$ cat src/rtl/ex_pkg.sv
// ex_pkg -- shared constants and types for the EX stage with iterative MDU.
//   * ALU operation codes 0-15 and MDU operation codes 16-19
//   * MDU FSM state enum
//   * forwarding-select encodings plus the helper that picks a source
package ex_pkg;

   // ALU codes (0-15); unassigned codes behave as ADD
   localparam logic [4:0] ALU_ADD  = 5'd0;
   localparam logic [4:0] ALU_SUB  = 5'd1;
   localparam logic [4:0] ALU_SLL  = 5'd2;
   localparam logic [4:0] ALU_SLT  = 5'd3;
   localparam logic [4:0] ALU_SLTU = 5'd4;
   localparam logic [4:0] ALU_XOR  = 5'd5;
   localparam logic [4:0] ALU_SRL  = 5'd6;
   localparam logic [4:0] ALU_SRA  = 5'd7;
   localparam logic [4:0] ALU_OR   = 5'd8;
   localparam logic [4:0] ALU_AND  = 5'd9;
   localparam logic [4:0] ALU_LUI  = 5'd10;   // pass operand B

   // MDU codes: the low two bits select the operation inside mdu_iter
   localparam logic [4:0] MDU_MUL   = 5'd16;
   localparam logic [4:0] MDU_MULHU = 5'd17;
   localparam logic [4:0] MDU_DIVU  = 5'd18;
   localparam logic [4:0] MDU_REMU  = 5'd19;

   typedef enum logic [1:0] {
      MDU_IDLE = 2'd0,
      MDU_BUSY = 2'd1,
      MDU_DONE = 2'd2
   } mdu_state_t;

   // forwarding-select encodings
   localparam logic [1:0] FWD_REG = 2'b00;
   localparam logic [1:0] FWD_WB  = 2'b01;
   localparam logic [1:0] FWD_MEM = 2'b10;

   function automatic logic is_mdu_code(input logic [4:0] code);
      return (code[4:2] == 3'b100);
   endfunction

   // MEM has priority over WB; x0 is never forwarded
   function automatic logic [1:0] fwd_sel(input logic [4:0] rs,
                                          input logic [4:0] rd_mem,
                                          input logic       we_mem,
                                          input logic [4:0] rd_wb,
                                          input logic       we_wb);
      if (we_mem && (rd_mem != 5'd0) && (rd_mem == rs))
         return FWD_MEM;
      else if (we_wb && (rd_wb != 5'd0) && (rd_wb == rs))
         return FWD_WB;
      else
         return FWD_REG;
   endfunction

endpackage

$ cat src/rtl/alu.sv
// alu -- combinational single-cycle ALU for codes 0-15.
// Ports: i_code (operation), i_a / i_b (operands), o_y (result).
module alu
   import ex_pkg::*;
#(
   parameter int XLEN = 32
) (
   input  logic [4:0]      i_code,
   input  logic [XLEN-1:0] i_a,
   input  logic [XLEN-1:0] i_b,
   output logic [XLEN-1:0] o_y
);
   localparam int SHW = $clog2(XLEN);

   logic [SHW-1:0] w_shamt;
   assign w_shamt = i_b[SHW-1:0];

   always_comb begin
      o_y = i_a + i_b;
      case (i_code)
         ALU_SUB:  o_y = i_a - i_b;
         ALU_SLL:  o_y = i_a << w_shamt;
         ALU_SLT:  o_y = {{(XLEN-1){1'b0}}, ($signed(i_a) < $signed(i_b))};
         ALU_SLTU: o_y = {{(XLEN-1){1'b0}}, (i_a < i_b)};
         ALU_XOR:  o_y = i_a ^ i_b;
         ALU_SRL:  o_y = i_a >> w_shamt;
         ALU_SRA:  o_y = $unsigned($signed(i_a) >>> w_shamt);
         ALU_OR:   o_y = i_a | i_b;
         ALU_AND:  o_y = i_a & i_b;
         ALU_LUI:  o_y = i_b;
         default:  o_y = i_a + i_b;
      endcase
   end
endmodule

$ cat src/rtl/mdu_iter.sv
// mdu_iter -- iterative radix-2 multiply / restoring divide unit.
// Ports: clk, rst (async, active-high), i_start (request, honoured in IDLE),
//        i_flush (abort), i_op (00 MUL, 01 MULHU, 10 DIVU, 11 REMU),
//        i_a / i_b (operands), o_busy, o_done, o_result.
// The {r_hi, r_lo} pair holds the running product (multiply) or the
// remainder / shifting dividend-quotient (divide).
module mdu_iter
   import ex_pkg::*;
#(
   parameter int XLEN = 32
) (
   input  logic            clk,
   input  logic            rst,
   input  logic            i_start,
   input  logic            i_flush,
   input  logic [1:0]      i_op,
   input  logic [XLEN-1:0] i_a,
   input  logic [XLEN-1:0] i_b,
   output logic            o_busy,
   output logic            o_done,
   output logic [XLEN-1:0] o_result
);
   localparam int CNTW = $clog2(XLEN);

   mdu_state_t      r_state, w_state_next;
   logic [CNTW-1:0] r_cnt;
   logic [1:0]      r_op;
   logic [XLEN-1:0] r_hi, r_lo, r_b;

   logic [XLEN:0]   w_sum, w_rem_sh, w_diff;
   logic            w_ge;
   logic [XLEN-1:0] w_hi_next, w_lo_next;

   always_ff @(posedge clk or posedge rst) begin
      if (rst) r_state <= MDU_IDLE;
      else     r_state <= w_state_next;
   end

   always_comb begin
      w_state_next = r_state;
      case (r_state)
         MDU_IDLE: if (i_start) w_state_next = MDU_BUSY;
         MDU_BUSY: begin
            if (i_flush)            w_state_next = MDU_IDLE;
            else if (r_cnt == '0)   w_state_next = MDU_DONE;
         end
         MDU_DONE: w_state_next = MDU_IDLE;
         default:  w_state_next = MDU_IDLE;
      endcase
   end

   // One iteration. Multiply: add multiplicand when the multiplier LSB is
   // set, then shift the whole product right (carry enters r_hi's MSB).
   // Divide: shift remainder left taking the next dividend bit, subtract
   // when possible; the quotient bit enters r_lo's LSB. A zero divisor
   // naturally yields quotient all-ones and remainder = dividend.
   always_comb begin
      w_sum    = {1'b0, r_hi} + (r_lo[0] ? {1'b0, r_b} : '0);
      w_rem_sh = {r_hi, r_lo[XLEN-1]};
      w_diff   = w_rem_sh - {1'b0, r_b};
      w_ge     = (w_rem_sh >= {1'b0, r_b});
      if (!r_op[1]) begin
         w_hi_next = w_sum[XLEN:1];
         w_lo_next = {w_sum[0], r_lo[XLEN-1:1]};
      end else begin
         w_hi_next = w_ge ? w_diff[XLEN-1:0] : w_rem_sh[XLEN-1:0];
         w_lo_next = {r_lo[XLEN-2:0], w_ge};
      end
   end

   // Datapath registers only move on acceptance or on a BUSY step, so they
   // hold their values while the EX stage runs ordinary ALU operations.
   always_ff @(posedge clk or posedge rst) begin
      if (rst) begin
         r_cnt <= '0;
         r_op  <= '0;
         r_hi  <= '0;
         r_lo  <= '0;
         r_b   <= '0;
      end else if (r_state == MDU_IDLE && i_start) begin
         r_cnt <= CNTW'(XLEN-1);
         r_op  <= i_op;
         r_hi  <= '0;
         r_lo  <= i_a;
         r_b   <= i_b;
      end else if (r_state == MDU_BUSY && !i_flush) begin
         r_hi  <= w_hi_next;
         r_lo  <= w_lo_next;
         if (r_cnt != '0) r_cnt <= r_cnt - 1'b1;
      end
   end

   assign o_busy   = (r_state == MDU_BUSY);
   assign o_done   = (r_state == MDU_DONE);
   // MULHU / REMU take the upper half, MUL / DIVU the lower half
   assign o_result = r_op[0] ? r_hi : r_lo;
endmodule

$ cat src/rtl/ex_stage_mdu.sv
// ex_stage_mdu -- EX stage: operand forwarding, single-cycle ALU (codes
// 0-15) and optional iterative multiply/divide unit (codes 16-19).
// Ports: clk, reset (async, active-high); valid_ex / flush_ex; ALUCode_ex,
//        ALUSrcA_ex, ALUSrcB_ex; operand and forwarding-source data and
//        addresses; outputs ALUResult_ex, MemWriteData_ex (forwarded rs2),
//        result_valid_ex and stall_ex.
module ex_stage_mdu
   import ex_pkg::*;
#(
   parameter int XLEN   = 32,
   parameter int MDU_EN = 1
) (
   input  logic            clk,
   input  logic            reset,
   input  logic            valid_ex,
   input  logic            flush_ex,
   input  logic [4:0]      ALUCode_ex,
   input  logic            ALUSrcA_ex,
   input  logic [1:0]      ALUSrcB_ex,
   input  logic [XLEN-1:0] Imm_ex,
   input  logic [XLEN-1:0] rs1Data_ex,
   input  logic [XLEN-1:0] rs2Data_ex,
   input  logic [XLEN-1:0] PC_ex,
   input  logic [XLEN-1:0] RegWriteData_wb,
   input  logic [XLEN-1:0] ALUResult_mem,
   input  logic [4:0]      rs1Addr_ex,
   input  logic [4:0]      rs2Addr_ex,
   input  logic [4:0]      rdAddr_mem,
   input  logic [4:0]      rdAddr_wb,
   input  logic            RegWrite_mem,
   input  logic            RegWrite_wb,
   output logic [XLEN-1:0] ALUResult_ex,
   output logic [XLEN-1:0] MemWriteData_ex,
   output logic            result_valid_ex,
   output logic            stall_ex
);
   logic [1:0]      w_sel_a, w_sel_b;
   logic [XLEN-1:0] w_fwd_a, w_fwd_b, w_op_a, w_op_b, w_alu_y;
   logic [4:0]      w_alu_code;
   logic            w_is_mdu, w_mdu_busy, w_mdu_done;
   logic [XLEN-1:0] w_mdu_res;

   assign w_sel_a = fwd_sel(rs1Addr_ex, rdAddr_mem, RegWrite_mem, rdAddr_wb, RegWrite_wb);
   assign w_sel_b = fwd_sel(rs2Addr_ex, rdAddr_mem, RegWrite_mem, rdAddr_wb, RegWrite_wb);

   always_comb begin
      case (w_sel_a)
         FWD_MEM: w_fwd_a = ALUResult_mem;
         FWD_WB:  w_fwd_a = RegWriteData_wb;
         default: w_fwd_a = rs1Data_ex;
      endcase
      case (w_sel_b)
         FWD_MEM: w_fwd_b = ALUResult_mem;
         FWD_WB:  w_fwd_b = RegWriteData_wb;
         default: w_fwd_b = rs2Data_ex;
      endcase
   end

   assign w_op_a = ALUSrcA_ex ? PC_ex : w_fwd_a;
   always_comb begin
      case (ALUSrcB_ex)
         2'd0:    w_op_b = w_fwd_b;
         2'd1:    w_op_b = Imm_ex;
         default: w_op_b = XLEN'(4);
      endcase
   end

   assign MemWriteData_ex = w_fwd_b;

   // MDU codes fall back to ADD in the ALU; with the MDU present the ALU
   // output is simply ignored for them.
   assign w_alu_code = is_mdu_code(ALUCode_ex) ? ALU_ADD : ALUCode_ex;
   assign w_is_mdu   = (MDU_EN != 0) && is_mdu_code(ALUCode_ex);

   alu #(.XLEN(XLEN)) u_alu (
      .i_code (w_alu_code),
      .i_a    (w_op_a),
      .i_b    (w_op_b),
      .o_y    (w_alu_y)
   );

   generate
      if (MDU_EN != 0) begin : g_mdu
         mdu_iter #(.XLEN(XLEN)) u_mdu (
            .clk      (clk),
            .rst      (reset),
            .i_start  (valid_ex & ~flush_ex & w_is_mdu),
            .i_flush  (flush_ex),
            .i_op     (ALUCode_ex[1:0]),
            .i_a      (w_fwd_a),
            .i_b      (w_fwd_b),
            .o_busy   (w_mdu_busy),
            .o_done   (w_mdu_done),
            .o_result (w_mdu_res)
         );
      end else begin : g_no_mdu
         assign w_mdu_busy = 1'b0;
         assign w_mdu_done = 1'b0;
         assign w_mdu_res  = '0;
      end
   endgenerate

   // A pending MDU operation (DONE/BUSY) owns the outputs; otherwise an MDU
   // code in IDLE is the acceptance cycle and stalls, and anything else is
   // a plain single-cycle ALU result. Reset forces both handshakes low.
   always_comb begin
      ALUResult_ex    = w_alu_y;
      result_valid_ex = 1'b0;
      stall_ex        = 1'b0;
      if (w_mdu_done) begin
         ALUResult_ex    = w_mdu_res;
         result_valid_ex = ~flush_ex;
      end else if (w_mdu_busy) begin
         stall_ex        = ~flush_ex;
      end else if (w_is_mdu) begin
         stall_ex        = valid_ex & ~flush_ex;
      end else begin
         result_valid_ex = valid_ex & ~flush_ex;
      end
      if (reset) begin
         result_valid_ex = 1'b0;
         stall_ex        = 1'b0;
      end
   end
endmodule

$ cat config.mk
export PLATFORM = sky130hd
export DESIGN_NAME = ex_stage_mdu
export DESIGN_NICKNAME = d
export VERILOG_FILES = /design/src/rtl/ex_pkg.sv /design/src/rtl/alu.sv /design/src/rtl/mdu_iter.sv /design/src/rtl/ex_stage_mdu.sv
export SDC_FILE = /design/constraint.sdc
export NUM_CORES = 1
export LEC_CHECK = 0
export BUFFER_PORTS_ARGS = -buffer_cell sky130_fd_sc_hd__buf_2
export CAP_MARGIN = 40
export CORE_MARGIN = 5
export CORE_UTILIZATION = 35
export CTS_CLUSTER_SIZE = 14
export DETAILED_ROUTE_END_ITERATION = 16
export SYNTH_ARGS = -nofsm -noshare
export SYNTH_HDL_FRONTEND = slang
export SYNTH_HIERARCHICAL = 1
export SYNTH_SLANG_ARGS = --single-unit
$ cat constraint.sdc
create_clock -name clk -period 6.1 [get_ports clk]
set_clock_uncertainty 0.15 [all_clocks]
set_input_delay 0.305 -clock clk [delete_from_list [all_inputs] [get_ports clk]]
set_output_delay 0.305 -clock clk [all_outputs]
set_load 0.05 [all_outputs]
== After elaboration in Yosys (flattened, before gate mapping) ==
Index checks and enable logic that the tools add are counted.
W data, S select, Z words.
Cells by class
  add/subtract/negate cells: 5
  order comparisons: 3
  equal/unequal tests: 24
  shift-type cells: 3
  muxes and demuxes: 35
  bitwise operators: 6
  reduce and logical (&&, ||, !) cells: 19
Operators by type and width (count)
  $mux W32: 11
  $pmux W32 S10: 1
  $pmux W32 S2: 3
  $lt A32 B32 Y1: 2
  $sub A32 B32 Y32: 2
  $add A32 B32 Y33: 1
  $ge A33 B32 Y1: 1
  $add A32 B32 Y32: 1
  $and A32 B32 Y32: 1
  $or A32 B32 Y32: 1
  $shl A32 B5 Y32: 1
  $shr A32 B5 Y32: 1
  $sshr A32 B5 Y32: 1
  $xor A32 B32 Y32: 1
  $eq A5 B3 Y1 const B: 4
  $eq A5 B5 Y1: 4
  $mux W5: 4
  $eq A5 B4 Y1 const B: 3
  $reduce_bool A5 Y1: 3
  $eq A5 B2 Y1 const B: 2
  $mux W1: 10
  $mux W2: 5
  $eq A2 B1 Y1 const B: 4
  $logic_and A1 B1 Y1: 8
  other kinds (14): 20
Storage, ports and cells
  flip-flop bits (word level): 105
  output and inout bits: 66

== Logic depth before layout (Yosys ltp) ==
Gate-level depths: netlist (run 1).
  depth after elaboration: 11
  gate-level depth with buffers: 23

== By module ==
The synthesis (run 1) kept the hierarchy.
Modules (own cells, without submodules)
  alu: times used 1, cells each 1291, area each 9033.7 um2
  mdu_iter: times used 1, cells each 1115, area each 9032.4 um2
  ex_stage_mdu: times used 1, cells each 484, area each 3783.6 um2

== Worst setup path after synthesis (run 1) ==
Ideal clock, no wire load.
  path kind: input port to output port
  start: input port rdAddr_wb[1]
  end: output port ALUResult_ex[24]
  arrival time: 5.111 ns
  data required time: 5.645 ns
  setup slack: 0.534 ns
  cell stages on the path: 23
  buffers on the path: 6
  path through: or4_1 -> o21ai_1 -> buf_4 -> buf_6 -> buf_6 -> nor4_1 -> a211oi_1 -> o31ai_1 -> inv_2 -> buf_1 -> clkbuf_1 -> ha_1 -> buf_6 -> o21ba_1 -> o311ai_4 -> o2111ai_4 -> nand3b_1 -> a31o_1 -> a21oi_1 -> o22ai_1 -> xnor2_1 -> a211o_1 -> mux2_2
Between the ends
  word-level cells in the longest chain between the ends: 11
RTL lines
  from (decl): RTL line ex_stage_mdu.sv:29  | input logic [4:0] rdAddr_wb,
  $reduce_bool A5 Y1: RTL line ex_pkg.sv:49  | else if (we_wb && (rd_wb != 5'd0) && (rd_wb == rs))
  $logic_and A1 B1 Y1: RTL line ex_pkg.sv:49
  $logic_and A1 B1 Y1 *: RTL line ex_pkg.sv:49
  $mux W1 *: RTL line ex_pkg.sv:49
  $mux W2 *: RTL line ex_pkg.sv:47  | if (we_mem && (rd_mem != 5'd0) && (rd_mem == rs))
  $eq A2 B1 Y1 or $eq A2 B2 Y1 (tied branches): RTL line ex_stage_mdu.sv:52  | case (w_sel_b)
  $pmux W32 S2 *: RTL line ex_stage_mdu.sv:52
  $pmux W32 S2 *: RTL line ex_stage_mdu.sv:61  | case (ALUSrcB_ex)
  net w_op_b[2]: RTL line ex_stage_mdu.sv:38  | logic [XLEN-1:0] w_fwd_a, w_fwd_b, w_op_a, w_op_b, w_alu_y;
  $add A32 B32 Y32 (tied with other cells): RTL line alu.sv:31  | default: o_y = i_a + i_b;
  $pmux W32 S10 *: RTL line alu.sv:20  | case (i_code)
  net w_alu_y[24]: RTL line ex_stage_mdu.sv:38
  $mux W32 *: RTL line ex_stage_mdu.sv:110  | if (w_mdu_done) begin
  to (decl): RTL line ex_stage_mdu.sv:32  | output logic [XLEN-1:0] ALUResult_ex,
The timed path passes the listed nets; every way through them passes the cells marked *.

== Final worst setup path (run 1) ==
Ends and elaborated chain as after synthesis.

==> results.md, run 1 <==
- Outcome: finished clean
- Vias in the first global route: 23227
- Post-Syn Nets: 3283
- Max-cap violations: 0
- Primary FF master, synth: dfrtp_1
- CTS H-tree depth: 3
- Vias: 24789
- Hold Path Sink: g_mdu.u_mdu/r_op[0]
- Largest net degree at the start of global routing: 79
- Final worst path period need: 6050 ps
- Total GRT Usage: 0.302
- Critical path class: input pin to output port
- Die width: 260 microns
- Fin cells: 3972
- Port bufs: 291
- Switching share of power: 0.529
- Final WS setup: 48.5 ps
- Gate Count Post-Synth: 2890
- Register area share after synthesis: 0.120
- Worst slack, placed: 178 ps
- Initial DRC count: 2977
- DIE AREA: 0.0675 sq mm
- Final hold violations: 0
- Layout cell share with drive strength beyond 1: 0.241
- Worst Setup End Kind: output port
- Final setup fails: 0
- Finished Cell Area: 0.0252 sq mm
- Area Overhead vs Synth: 15.1%
- Post-synth EDFFs: 0
- Syn Std Cell Area: 0.0218 sq mm
- Post-DP Area: 0.0248 sq mm
- WL per Instance: 26.9 microns
- CTS Buf Count: 9
- Post-Route Setup TNS: 0 ps
- CP max FO: 6
- Hold_sp: ALUCode_ex[0]
- Critical Path AT: 5600 ps
- Asr flop ratio synth: 1.00
- Clock sink total: 105
- Syn. warnings: 6
- DR vias/cell: 6.24
- Filler instances: 6529
- Crit Reg-Reg Startpoint: g_mdu.u_mdu/r_lo[0]
- Reg2Reg Depth: 13
- DRC viols: 0
- Grt ovf: 0
- Routed WL: 107000 microns
- Hold WC Path Type: input pin to flop
- Hold WS: 112 ps
- Fmax: 165 MHz
- Max-Slew Margin vs Limit: 0.336
- First-pass GRT wire length: 156000 microns
- Initial antenna violation count: 3
- Pint: 3.07 mW
- Design Power: 6.52 mW
- Period utilization: 0.992
- Leakage power: 10.8 nW
- Number of post-CTS setup repair buffers: 0
- I/O pin count: 292
- Power Dens Cells: 259 mW/mm^2
- Clk Tree Root Cell: clkbuf_16
- Sequential power share: 0.184
- RSZ-0062 raised after global routing: no
- Reg2Reg Setup Slack: 1940 ps
- Worst slew pin tran: 996 ps
- Net Sw Power: 3.45 mW
- Register bit count reported by yosys: 105
- Core Util, Final: 0.407
- Peak VDD IR: 0.000172 V
- Gate power share: 0.715
- Starting Density: 0.353
- HPWL Detailed: 86400 microns
- Clock Power Share: 0.101
- Initial DRT Pass Iterations: 6
- RePlAce Congestion: 1.03
- Clock Latency Late Sink: 390 ps
- Req. time, crit path: 5640 ps
- Number of routed nets with antenna violations: 0
- Max Root-Sink Buffers: 2
- Core Region: 0.0618 sq mm
- Reg clk slew, reported paths: 70 ps
- Die Ht: 260 microns
- Placed cells: 3955
- Avg Cell Area, Syn: 7.56 sq um
- # nets final: 3523
- CTS tree: built
- Hold path depth: 3
- Netlist cell types: 105
- Reg-to-reg endpoint: g_mdu.u_mdu/r_hi[18]
- Max-slew violation count: 0
- Crit path launch type: input pin
- Core Rows: 91
## cell usage in the layout (no fill, tap or decap), types with 13 or more instances in the layout
cell type and instances:
a211oi_1 31, a21o_1 47, a21oi_1 250, a221o_1 30, a221oi_1 25, a22oi_1 25
a31oi_1 19, a31oi_2 29, and2_1 44, and3_1 17, buf_12 13, buf_2 287
buf_4 155, dfrtp_1 104, ha_1 162, inv_1 172, mux2_1 24, mux2_2 120
mux2i_1 89, mux4_2 53, nand2_1 240, nand2b_1 21, nand3_1 42, nand4_1 20
nor2_1 259, nor2b_1 19, nor3_1 84, nor4b_1 21, o211ai_1 36, o21a_1 14
o21ai_0 180, o21ai_1 46, o21bai_1 16, o221ai_1 17, o22ai_1 13, o31ai_1 49
or4_1 35, xnor2_1 59, xor2_1 19
## area by class of cell
class                      instances  area (sq um)  share of cell area
multi-input combinational       2375         17600               0.699
clock inverter                     5          81.3             0.00323
clock buffer                      10           229             0.00910
tap                              837          1050              0.0416
antenna                            1          2.50           0.0000995
sequential                       105          2630               0.105
inverter                         181           682              0.0271
timing repair buffer             458          2890               0.115
## critical path: stages
cell and delay [ps]:
buf_2 120, or4_1 560, o21ai_4 140, or3_2 230
mux2_1 390, a221o_4 410, ha_1 230, fa_1 410
o21ba_1 240, o311ai_4 300, o2111ai_4 190, nand3b_1 270
a31o_1 240, a21oi_1 320, o22ai_1 170, xnor2_1 150
a211o_1 350, mux2_2 320, buf_2 230
## per-layer routing
metal / up-vias / part of all wire / global-route usage
met2: 1383 / 0.43 / 0.468
li1: 11232 / - / -
met5: - / 0.00025 / 0
met4: 4 / 0.045 / 0.111
met1: 11970 / 0.43 / 0.414
met3: 200 / 0.097 / 0.0622
## flip-flops by register name, indices dropped and copies added, names as in the netlist
| register | count |
|---|---|
| g_mdu.u_mdu/r_state | 2 |
| g_mdu.u_mdu/r_b | 32 |
| g_mdu.u_mdu/r_cnt | 5 |
| g_mdu.u_mdu/r_hi | 32 |
| g_mdu.u_mdu/r_op | 2 |
| g_mdu.u_mdu/r_lo | 32 |
## power by group through the flow
stage          registers [mW]  clock network, mW  logic, mW
2_1_floorplan            1.07                  0       3.28
3_3_place_gp             1.20                  0       4.51
3_5_place_dp             1.21                  0       4.52
4_1_cts                  1.19              0.667       4.56
5_1_grt                  1.23              0.695       5.00
6_report                 1.20              0.658       4.66
## worst max-delay path by stage
stage                  from               end  slack [ps]  cells after the start
4_1_cts        rdAddr_wb[1]  ALUResult_ex[24]         130                     19
3_5_place_dp   rdAddr_wb[1]  ALUResult_ex[24]         180                     19
6_report       rdAddr_wb[1]  ALUResult_ex[24]          50                     19
5_1_grt        rdAddr_wb[1]  ALUResult_ex[28]           5                     22
3_3_place_gp   rdAddr_wb[1]  ALUResult_ex[24]         190                     19
2_1_floorplan  rdAddr_wb[1]  ALUResult_ex[24]         530                     23
## cells by family (layout without fill, tap and decap cells)
family / Yosys count / in the layout / synth area share
compound gates: 971 / 971 / 0.306
simple gates: 871 / 871 / 0.194
buf+inv: 410 / 654 / 0.0811
mux: 288 / 288 / 0.171
fa+ha+maj: 167 / 167 / 0.0970
flops: 105 / 105 / 0.120
xor+xnor: 78 / 78 / 0.0313
other cells: 0 / 1 / 0
## Yosys cell counts, types with 20 or more instances
cell type | number | area (sq um)
nor2_1 | 260 | 976
a21oi_1 | 250 | 1250
nand2_1 | 241 | 905
o21ai_0 | 180 | 901
inv_1 | 173 | 649
ha_1 | 163 | 2040
clkbuf_1 | 133 | 499
mux2_2 | 120 | 1350
dfrtp_1 | 105 | 2630
mux2i_1 | 90 | 901
nor3_1 | 87 | 435
xnor2_1 | 59 | 517
mux4_2 | 53 | 1190
o31ai_1 | 50 | 375
a21o_1 | 48 | 360
o21ai_1 | 47 | 235
and2_1 | 44 | 275
nand3_1 | 43 | 215
buf_2 | 40 | 200
o211ai_1 | 36 | 270
a221o_1 | 35 | 350
or4_1 | 35 | 263
a211oi_1 | 32 | 240
a31oi_2 | 28 | 350
a221oi_1 | 25 | 219
a22oi_1 | 25 | 188
mux2_1 | 24 | 270
buf_1 | 23 | 86.3
nand2b_1 | 22 | 138
nor2b_1 | 22 | 138
nor4b_1 | 21 | 184
a31oi_1 | 20 | 125
nand4_1 | 20 | 125
## what timing repair did
item                                    CTS  global route
endpoints found under the setup margin    0             7
hold endpoints to repair                 58             0
gates resized for setup                   0             7
hold buffers                              1             0
No activity file was read; power rests on OpenSTA's default activity.
==> run 2: changes to the inputs <==
- clock period: 6.1 -> 5.43 ns (I/O delays scaled with it)
==> run 2 against run 1 <==
Compared with the run above: via count increased by 7.9%; power increased by 23%; worst hold slack got worse by 61 ps; critical path depth increased by 2; final cell count increased by 9.7%; sequential share of layout area decreased by 1.6 points; global-route usage increased by 1.1 points.
==> results.md, run 2 (synthesis results as in run 1) <==
- Outcome: finished clean
- Initial DRT Pass Iterations: 6 (unchanged)
- Largest regs: g_mdu.u_mdu/r_b: 32 flops, g_mdu.u_mdu/r_hi: 32 flops, g_mdu.u_mdu/r_lo: 32 flops
- Fmax: 185 MHz
- Finished Cell Area: 0.0297 sq mm (+18%)
- Max Root-Sink Buffers: 2 (unchanged)
- CTS tree: built
- Clock Latency Late Sink: 380 ps (about the same)
- Core Rows: 91 (unchanged)
- Initial antenna violation count: 4 (+1)
- Worst Setup End Kind: output port
- Max-Slew Margin vs Limit: 0.427 (+0.0906)
- Final worst path period need: 5420 ps
- Final WS setup: 13.8 ps (-34.7 ps)
- Leakage power: 13.2 nW (+22%)
- Reg clk slew, reported paths: 80 ps (about the same)
- Total GRT Usage: 0.312 (+0.0109)
- Clock sink total: 105 (unchanged)
- Period utilization: 0.997
- Register area: 0.00263 sq mm (unchanged)
- Most common cell after layout, fill and taps aside: buf_4
- Area Overhead vs Synth: 36.0%
- CTS Buf Count: 9 (unchanged)
- Initial DRC count: 3110 (+4.5%)
- Vias in the first global route: 24775 (+6.7%)
- CP max FO: 10 (+4)
- I/O pin count: 292 (unchanged)
- Post-DP Area: 0.0275 sq mm (+11%)
- Port bufs: 291 (unchanged)
- Die width: 260 microns (unchanged)
- Worst slew pin tran: 860 ps (-136 ps)
- Hold WC Path Type: input pin to flop
- Crit path launch type: input pin
- DRC viols: 0 (unchanged)
- Peak VDD IR: 0.000182 V (+5.9%)
- Final hold violations: 0 (unchanged)
- Vias: 26744 (+7.9%)
- Layout cell share with drive strength beyond 1: 0.367 (+0.126)
- Largest net degree at the start of global routing: 66 (-16%)
- Die Ht: 260 microns (unchanged)
- RePlAce Congestion: 1.04 (+0.96%)
- Number of routed nets with antenna violations: 0 (unchanged)
- Worst slack, placed: -291 ps (-469 ps)
- DIE AREA: 0.0675 sq mm (unchanged)
- Grt ovf: 0 (unchanged)
- Req. time, crit path: 5010 ps (-630 ps)
- DR vias/cell: 6.14 (-1.7%)
- Critical path class: input pin to output port
- Multi-input gate area: 0.0187 sq mm (+6.5%)
- First-pass GRT wire length: 162000 microns (+3.5%)
- Core Region: 0.0618 sq mm (unchanged)
- Max-slew violation count: 0 (unchanged)
- HPWL Detailed: 90700 microns (+5.0%)
- WL per Instance: 26.1 microns (-3.0%)
- Critical Path AT: 4990 ps (-610 ps)
- Final setup fails: 0 (unchanged)
- Reg2Reg Setup Slack: 1170 ps (-770 ps)
- Power Dens Cells: 271 mW/mm^2 (+4.5%)
- CTS H-tree depth: 3 (unchanged)
- Filler instances: 6204 (-5.0%)
- Max-cap violations: 0 (unchanged)
- Starting Density: 0.353 (unchanged)
- Clk Tree Root Cell: clkbuf_16
- Routed WL: 114000 microns (+6.5%)
- Most frequent cells in the layout: buf_4, buf_2, nor2_1
- RSZ-0062 raised after global routing: yes
- # nets final: 3909 (+11%)
- Core Util, Final: 0.481 (+0.0739)
-- run 2: cell count changes in the layout (fill, tap and decap cells not counted), sizes merged --
| cell | previous run | this run |
|---|---|---|
| mux2 | 145 | 146 |
| clkbuf | 10 | 14 |
| clkinv | 5 | 3 |
| bufinv | 2 | 1 |
| buf | 457 | 838 |
| clkinvlp | 1 | 2 |
| inv | 178 | 180 |
| diode | 1 | 2 |
-- run 2: where the power goes --
part | internal, mW | switching (mW) | leakage, nW
registers | 1.02 | 0.313 | 1.32
logic | 2.55 | 3.46 | 11.7
clock network | 0.371 | 0.339 | 0.142
-- run 2: area by class of cell --
cell class / instances / area share
diodes: 2 / 0.000168
clock buffers: 10 / 0.00804
clock inverters: 5 / 0.00210
inverters: 181 / 0.0229
multi-input cells: 2376 / 0.630
flip-flops and latches: 105 / 0.0884
well taps: 837 / 0.0352
repair buffers: 843 / 0.213
-- run 2: metrics by stage --
| stage | std cells | setup TNS [ps] | hold slack (ps) | total power [mW] |
|---|---|---|---|---|
| after floorplan | 2890 | 0 | 227 | 4.89 |
| final | 4359 | 0 | 50.9 | 8.05 |
| after CTS | 4310 | -78.4 | 34.7 | 7.68 |
| after global placement | 4286 | -2750 | 330 | 6.81 |
| after detailed placement | 4288 | -3360 | 346 | 6.83 |
| after global routing | 4357 | -807 | 36.3 | 8.51 |
-- run 2: worst max-delay path, stage by stage --
cell and delay [ps]:
buf_2 130, or4_4 570, o211ai_4 240, or2_4 190
buf_12 150, buf_16 160, buf_8 160, a31oi_2 150
mux2_4 360, buf_4 170, mux4_2 510, mux2i_2 200
nor2_1 80, nor2_2 130, a211oi_1 110, nand4b_1 390
nor3_2 280, a221oi_2 110, buf_4 140, mux2_4 300
buf_12 160
-- run 2: path summary, 6_finish.rpt --
check                                     from                    to  cells past startpoint
setup / recovery                 rdAddr_mem[0]       ALUResult_ex[0]                     21
hold / removal                   ALUCode_ex[0]   g_mdu.u_mdu/r_op[0]                      3
setup reg to reg           g_mdu.u_mdu/r_lo[0]  g_mdu.u_mdu/r_hi[18]                     12
hold reg to reg             g_mdu.u_mdu/r_b[0]    g_mdu.u_mdu/r_b[0]                      2
max in group asynchronous                reset   g_mdu.u_mdu/r_hi[1]                      4
min in group asynchronous                reset  g_mdu.u_mdu/r_hi[28]                      3
-- run 2: what timing repair did --
item,in CTS,in global routing
gates resized for setup,103,195
cloned,0,5
endpoints found under the setup margin,22,28
pin swaps,33,86
hold endpoints to repair,58,0
hold buffers,1,0
setup buffers,6,42
-- run 2: routing by layer --
| layer | up-vias | track usage | wire [microns] |
|---|---|---|---|
| li1 | 12047 | - | - |
| met1 | 12795 | 0.420 | 46400 |
| met2 | 1595 | 0.481 | 48700 |
| met3 | 303 | 0.0710 | 12100 |
| met4 | 4 | 0.135 | 6500 |
| met5 | - | 0 | 27 |
